<file path="config.mk">
export PLATFORM = sky130hd
export DESIGN_NAME = sseg_scan_controller
export DESIGN_NICKNAME = d
export VERILOG_FILES = /design/src/rtl/sseg_scan_controller.sv
export SDC_FILE = /design/constraint.sdc
export NUM_CORES = 1
export LEC_CHECK = 0
export CAP_MARGIN = 10
export CORE_MARGIN = 2
export CORE_UTILIZATION = 35
export CTS_CLUSTER_SIZE = 10
export DETAILED_ROUTE_END_ITERATION = 16
export GPL_TIMING_DRIVEN = 0
export SLEW_MARGIN = 40
export SYNTH_ARGS = -nofsm -noshare
export SYNTH_HDL_FRONTEND = slang
export SYNTH_SLANG_ARGS = --single-unit
</file>
<file path="constraint.sdc">
create_clock -name clk_i -period 3 [get_ports clk_i]
set_input_delay 0.45 -clock clk_i [delete_from_list [all_inputs] [get_ports clk_i]]
set_output_delay 0.45 -clock clk_i [all_outputs]
set_load 0.05 [all_outputs]
</file>
<file path="src/rtl/sseg_scan_controller.sv">
// rtl/sseg_scan_controller.sv - four-digit multiplexed 7-segment scan controller
// Double-buffered BCD frame, anti-ghost dead time, leading-zero and invalid-digit blanking.
module sseg_scan_controller #(
    parameter int REFRESH_DIV = 50000,
    parameter int DEAD_CYCLES = 4
) (
    input  logic        clk_i,
    input  logic        rst_ni,
    input  logic        enable_i,
    input  logic        valid_i,
    input  logic [15:0] value_i,
    input  logic [3:0]  dp_i,
    input  logic        lzb_i,
    output logic        ready_o,
    output logic [3:0]  digit_o,
    output logic [3:0]  an_o,
    output logic        dp_o,
    output logic        frame_o
);

    localparam int CW = $clog2(REFRESH_DIV);
    localparam logic [CW-1:0] CNT_LAST = CW'(REFRESH_DIV - 1);
    localparam logic [CW-1:0] GAP_LAST = CW'(DEAD_CYCLES - 1);

    typedef enum logic [1:0] {S_OFF, S_GAP, S_ON} state_t;

    state_t        state;
    logic [CW-1:0] cnt;
    logic [1:0]    idx;
    logic          wrap_d;

    logic [15:0] active_value, shadow_value;
    logic [3:0]  active_dp, shadow_dp;
    logic        active_lzb, shadow_lzb;
    logic        pending;

    logic       wrap, transfer, accept, shown, blank, lz_blank;
    logic [3:0] cur_digit;

    assign wrap     = enable_i && (state != S_OFF) && (cnt == CNT_LAST) && (idx == 2'd3);
    assign transfer = pending && (wrap || state == S_OFF);
    assign accept   = valid_i && !pending;
    assign ready_o  = !pending;

    // Gating on enable_i directly blanks the anodes on the very next output cycle.
    assign shown     = enable_i && (state == S_ON);
    assign cur_digit = active_value[{idx, 2'b00} +: 4];

    always_comb begin
        lz_blank = 1'b0;
        case (idx)
            2'd3: lz_blank = active_lzb && (active_value[15:12] == 4'd0);
            2'd2: lz_blank = active_lzb && (active_value[15:8] == 8'd0);
            2'd1: lz_blank = active_lzb && (active_value[15:4] == 12'd0);
            default: lz_blank = 1'b0;
        endcase
        blank = lz_blank || (cur_digit > 4'd9);
    end

    always_ff @(posedge clk_i or negedge rst_ni) begin
        if (!rst_ni) begin
            state   <= S_OFF;
            cnt     <= '0;
            idx     <= 2'd0;
            wrap_d  <= 1'b0;
            an_o    <= 4'hF;
            dp_o    <= 1'b1;
            digit_o <= 4'd0;
            frame_o <= 1'b0;
        end else begin
            if (!enable_i) begin
                state <= S_OFF;
                cnt   <= '0;
                idx   <= 2'd0;
            end else begin
                case (state)
                    S_OFF: begin
                        state <= S_GAP;
                        cnt   <= '0;
                        idx   <= 2'd0;
                    end
                    default: begin
                        if (cnt == CNT_LAST) begin
                            cnt   <= '0;
                            idx   <= idx + 2'd1;
                            state <= S_GAP;
                        end else begin
                            cnt <= cnt + 1'b1;
                            if (state == S_GAP && cnt == GAP_LAST)
                                state <= S_ON;
                        end
                    end
                endcase
            end

            // wrap_d marks the first GAP cycle of digit 0 after a wrap.
            wrap_d  <= wrap;
            frame_o <= wrap_d && enable_i;
            an_o    <= (shown && !blank) ? ~(4'b0001 << idx) : 4'hF;
            dp_o    <= shown ? ~active_dp[idx] : 1'b1;
            digit_o <= (shown && !blank) ? cur_digit : 4'd0;
        end
    end

    always_ff @(posedge clk_i or negedge rst_ni) begin
        if (!rst_ni) begin
            active_value <= 16'd0;
            active_dp    <= 4'd0;
            active_lzb   <= 1'b0;
            shadow_value <= 16'd0;
            shadow_dp    <= 4'd0;
            shadow_lzb   <= 1'b0;
            pending      <= 1'b0;
        end else if (transfer) begin
            active_value <= shadow_value;
            active_dp    <= shadow_dp;
            active_lzb   <= shadow_lzb;
            pending      <= 1'b0;
        end else if (accept) begin
            shadow_value <= value_i;
            shadow_dp    <= dp_i;
            shadow_lzb   <= lzb_i;
            pending      <= 1'b1;
        end
    end

endmodule

</file>
==> impl_metrics.json, run 1 <==
{
  "status": "finished clean",
  "internal_power_mw": 1.66,
  "clkLatencyLatePin_ns": 0.36,
  "drc": 0,
  "fmax_ghz": 0.366,
  "first_pass_iters": 7,
  "die_w_um": 108,
  "hold_buffers": 1,
  "synthesis.area_per_instance_um2": 10.8,
  "slew_headroom_pct": 65.0,
  "p_leak_nw": 1.68,
  "finClkSkew_ns": 0.0119,
  "cts_tree": "built",
  "core_um2": 10400,
  "placedCellCount": 520,
  "cts.path.max_buffers": 2,
  "rows": 37,
  "peakVddDrop_mv": 0.297,
  "worst_pin_slew_ns": 0.525,
  "drv_slew": 0,
  "fin_crit_ns": 2.73,
  "io_pins": 36,
  "hold_path_class": "flop to flop",
  "cts_setup_buffers": 0,
  "grt_max_degree": 42,
  "ys_async_sr_fraction_pct": 100,
  "clockPowerShare_pct": 30.8,
  "vias": 2925,
  "synth_cells": 348,
  "p_sw_share_pct": 29.1,
  "grt_first_pass_wirelength_mm": 14.2,
  "max_cap_viol_count": 0,
  "tns_ns": 0,
  "whs_ns": 0.457,
  "multi_input_area_um2": 1720,
  "synth_edf_count": 0,
  "root_buffer": "clkbuf_8",
  "cts_htree_levels": 3,
  "syn_to_final_growth_pct": 19.5,
  "fillCellCount": 1024,
  "dp_hpwl_mm": 5.93,
  "period_share_pct": 91.1,
  "cp-end-kind": "output pin",
  "fin_cells": 537,
  "cp_max_fo": 10,
  "final_antenna_net_count": 0,
  "ys_seq_area_share_pct": 49.5,
  "dpl_cell_area_um2": 4290,
  "cts.sinks": 74,
  "yosys.area.top_type": "dfrtp_1",
  "synthesis.nets": 378,
  "cts_resized": 0,
  "num_antenna_cells": 0,
  "die_h_um": 108,
  "syn-cell-area_um2": 3750,
  "grt_pass1_vias": 2798,
  "ys_top_cells_by_count": "dfrtp_1 (69), nand3_1 (30), nand2_1 (29), a21oi_1 (23), nor2_1 (22)",
  "ys_warn_count": 0,
  "rsz0062_at_grt": "false",
  "vias_per_cell": 5.45,
  "wl_per_cell_um": 15.7,
  "path_clk_slew_ns": 0.08,
  "startpoint_type": "flop",
  "power_mw": 2.34,
  "final_area_um2": 4490,
  "crit_type": "flop to output pin",
  "drive_gt1_share_pct": 16.7,
  "layout.area.seq_um2": 1860,
  "finalWorstSetupSlack_ns": 0.266,
  "synthDistinctLibCells": 44,
  "grtUsageTotal_pct": 15.8,
  "start_util_pct": 36.2,
  "drt_wl_total_mm": 8.41,
  "p_comb_share_pct": 17.9,
  "portBuffers": 35,
  "antenna_found_initial": 0,
  "place_congestion": 0.917,
  "nNetsFinal": 426,
  "pre_cts_ws_ns": 0.654,
  "seq_power_share_pct": 51.3,
  "yosysMostFrequentCell": "dfrtp_1",
  "p_switching_uw": 680,
  "synth_ff_type": "dfrtp_1",
  "synth_top_cell_area_share_pct": 46.0,
  "grt_overflow": 0,
  "setup_viol": 0,
  "critPathArrivalTime_ns": 2.28,
  "post-route-util_pct": 43.3,
  "critPathRequiredTime_ns": 2.55,
  "ys_ff_latch": 74,
  "yosys-top-cells-area": "dfrtp_1 (46%), mux2_2 (6.3%), o2bb2ai_1 (4.9%)",
  "die_area_um2": 11600,
  "hold_viol": 0,
  "cts_made_buffers": 9,
  "power-per-cell-area_nw_per_um2": 522,
  "drt_iter0_drc": 168
}
[worst max-delay path, stage by stage (launching register included)]
cell             delay (ns)
dfrtp_1                0.43
inv_1                  0.18
clkbuf_1               0.40
clkdlybuf4s50_1        0.91
[final timing paths]
kind | from | end | slack, ns | cells past startpoint
max | pending | ready_o | 0.27 | 3
max in group asynchronous | rst_ni | shadow_value[11] | 1.95 | 3
max reg2reg | idx[0] | digit_o[2] | 1.11 | 7
min | wrap_d | frame_o | 0.46 | 1
min in group asynchronous | rst_ni | cnt[7] | 0.52 | 2
min reg2reg | wrap_d | frame_o | 0.46 | 1
[routing by layer]
layer / global-route usage [%] / routed length, µm
met5: 0 / 0
met4: 7.78 / 163
met3: 3.51 / 438
met2: 22.1 / 3660
met1: 22.9 / 4150
[layout by cell type, fill, tap and decap left out, types with 3 or more instances in the layout]
| master | instances |
|---|---|
| xnor2_1 | 11 |
| ha_1 | 5 |
| mux4_2 | 3 |
| nor2_1 | 22 |
| clkbuf_1 | 11 |
| clkdlybuf4s50_1 | 34 |
| nand4b_1 | 3 |
| nor4_1 | 7 |
| a21oi_1 | 23 |
| nand4_1 | 7 |
| nand2_1 | 29 |
| inv_1 | 11 |
| clkbuf_8 | 11 |
| dfstp_2 | 5 |
| o21ai_0 | 3 |
| nand3_1 | 30 |
| buf_6 | 3 |
| o311ai_1 | 21 |
| nor3_1 | 4 |
| buf_4 | 3 |
| mux2_2 | 21 |
| dfrtp_1 | 69 |
| o2bb2ai_1 | 21 |
| buf_2 | 8 |
[power groups by stage]
| stage | Sequential [mW] | Clock (mW) | Combinational (mW) |
|---|---|---|---|
| after floorplan | 1.19 | 0 | 0.300 |
| after global placement | 1.21 | 0 | 0.400 |
| after detailed placement | 1.22 | 0 | 0.415 |
| after CTS | 1.20 | 0.747 | 0.417 |
| after global routing | 1.22 | 0.789 | 0.464 |
| final | 1.20 | 0.721 | 0.418 |
[state kept, by name, summed over array words and instances, names as in the netlist]
name,cells
dp_o,1
state,2
frame_o,1
idx,2
active_value,16
active_lzb,1
shadow_value,16
active_dp,4
digit_o,4
shadow_lzb,1
pending,1
cnt,16
shadow_dp,4
wrap_d,1
an_o,4
[kinds of logic after synthesis]
kind of cell,after synthesis,synth area share [%]
fa+ha+maj,5,1.67
compound gates,75,15.1
mux,27,9.77
buf+inv,36,4.57
simple gates,118,16.4
xor+xnor,13,3.03
flops,74,49.5
[area by class of cell]
cell class / count / area share (%)
multi-input cells: 238 / 38.4
clock inverters: 4 / 0.586
inverters: 11 / 0.921
clock buffers: 12 / 3.46
plain buffers: 25 / 2.90
repair buffers: 37 / 8.51
well taps: 136 / 3.79
flip-flops and latches: 74 / 41.4
(Power assumes the default switching activity.)
==> run 2, diff against run 1 <==
--- a/config.mk
+++ b/config.mk
@@ -6,7 +6,7 @@
 export NUM_CORES = 1
 export LEC_CHECK = 0
 export CAP_MARGIN = 10
-export CORE_MARGIN = 2
+export CORE_MARGIN = 3
 export CORE_UTILIZATION = 35
 export CTS_CLUSTER_SIZE = 10
 export DETAILED_ROUTE_END_ITERATION = 16
==> run 2 against run 1 <==
Net effect: worst setup slack worse by 0.043 ns; largest cell class unchanged; routed wire length up 0.83%; critical path type unchanged; flip-flop and latch count unchanged.
==> impl_metrics.json, run 2 (synthesis results as in run 1) <==
{
  "status": "finished clean",
  "finClkSkew_ns": 0.0138,
  "critPathTopFamily": "buffers and inverters",
  "finalWorstSetupSlack_ns": 0.223,
  "grtUsageTotal_pct": 15.6,
  "antenna_found_initial": 0,
  "pre_cts_ws_ns": 0.592,
  "drv_slew": 0,
  "start_util_pct": 36.2,
  "cp_cell_sequence": "inv_1 -> clkbuf_1 -> clkdlybuf4s50_1",
  "drt_iter0_drc": 176,
  "core_um2": 10400,
  "final_common_cell": "dfrtp_1",
  "slowest_stage": "clkdlybuf4s50_1",
  "power-per-cell-area_nw_per_um2": 522,
  "clkLatencyLatePin_ns": 0.35,
  "startpoint": "pending",
  "wl_per_cell_um": 15.8,
  "critPathArrivalTime_ns": 2.33,
  "first_pass_iters": 4,
  "layout_common_cells": "dfrtp_1 (69), clkdlybuf4s50_1 (34), nand3_1 (30)",
  "tns_ns": 0,
  "worst_pin_slew_ns": 0.536,
  "p_sw_share_pct": 27.9,
  "drc": 0,
  "post-route-util_pct": 43.2,
  "dp_hpwl_mm": 6.08,
  "min_from": "wrap_d",
  "power_mw": 2.34,
  "p_comb_share_pct": 17.9,
  "fillCellCount": 1035,
  "p_leak_nw": 1.67,
  "p_switching_uw": 653,
  "nNetsFinal": 426,
  "root_buffer": "clkbuf_8",
  "rsz0062_at_grt": "false",
  "period_share_pct": 92.6,
  "setup_viol": 0,
  "vias": 2864,
  "reg.largest.list": "active_value: 16 flops, cnt: 16 flops, shadow_value: 16 flops",
  "max_cap_viol_count": 0,
  "cts_setup_buffers": 0,
  "seq_power_share_pct": 51.4,
  "grt_first_pass_wirelength_mm": 14.7,
  "grt_pass1_vias": 2823,
  "internal_power_mw": 1.69,
  "fin_crit_ns": 2.78,
  "startpoint_type": "flop",
  "cts_htree_levels": 3,
  "portBuffers": 35,
  "cts_resized": 0,
  "cts.sinks": 74,
  "grt_overflow": 0,
  "drive_gt1_share_pct": 16.0,
  "drt_wl_total_mm": 8.48,
  "path_clk_slew_ns": 0.07,
  "io_pins": 36,
  "cp_max_fo": 10,
  "num_antenna_cells": 0,
  "cts_made_buffers": 9,
  "final_antenna_net_count": 0,
  "peakVddDrop_mv": 0.266,
  "vias_per_cell": 5.33,
  "slew_headroom_pct": 64.3,
  "rr_startpoint": "idx[0]",
  "clockPowerShare_pct": 30.7,
  "crit_type": "flop to output pin",
  "hold_viol": 0,
  "place_congestion": 0.886,
  "die_area_um2": 12000,
  "grt_max_degree": 43,
  "critPathRequiredTime_ns": 2.55,
  "hold_path_class": "flop to flop",
  "fmax_ghz": 0.360,
  "cts_tree": "built",
  "cp-end-kind": "output pin",
  "rows": 37,
  "max_stage_delay_ns": 0.90,
  "die_h_um": 110,
  "cts.path.max_buffers": 2,
  "die_w_um": 110,
  "syn_to_final_growth_pct": 19.5,
  "path_buf_inv": 3
}
-- run 2: what timing repair did --
| item | 4_1_cts | 5_1_grt |
|---|---|---|
| setup endpoints to repair | 0 | 0 |
| hold endpoints to repair | 27 | 0 |
| hold buffers | 1 | 0 |
-- run 2: worst register-to-register path, cell delays in order, from the launching register on --
cell      delay (ns)
dfrtp_1         0.40
buf_6           0.15
inv_1           0.08
ha_1            0.37
o41ai_1         0.12
nand4b_1        0.22
a31oi_2         0.31
nor4bb_1        0.12
-- run 2: final timing paths --
kind | slack, ns | depth (start not counted) | end
max reg2reg | 1.10 | 7 | digit_o[1]
max | 0.22 | 3 | ready_o
min in group asynchronous | 0.55 | 2 | cnt[10]
min reg2reg | 0.45 | 1 | frame_o
min | 0.45 | 1 | frame_o
max in group asynchronous | 1.90 | 3 | active_value[6]
-- run 2: layer usage --
metal | vias up | track usage [%] | part of all wire (%)
met2 | 64 | 22.4 | 45
met3 | 11 | 4.29 | 5.1
met5 | - | 0 | 0
li1 | 1389 | - | -
met1 | 1400 | 23.2 | 49
met4 | 0 | 4.19 | 1.6
-- run 2: through the flow --
stage,hold WS [ns],cells,cell area [µm²]
after global placement,0.436,519,4270
final,0.455,537,4480
after floorplan,0.154,348,3750
after global routing,0.492,537,4480
after CTS,0.459,537,4480
after detailed placement,0.357,520,4290
-- run 2: power by group through the flow --
stage	combinational (mW)	clock, mW	sequential [mW]
global route	0.466	0.787	1.22
floorplan	0.300	0	1.19
finish	0.419	0.718	1.20
detailed placement	0.420	0	1.22
global placement	0.401	0	1.21
CTS	0.421	0.746	1.20
-- run 2: cell type report --
cell class | instances | area (µm²) | area share (%)
clock buffer | 16 | 180 | 4.02
inverter | 11 | 41.3 | 0.921
multi-input combinational | 238 | 1720 | 38.4
sequential | 74 | 1860 | 41.4
buffer | 25 | 130 | 2.90
tap | 136 | 170 | 3.79
timing repair buffer | 37 | 382 | 8.51
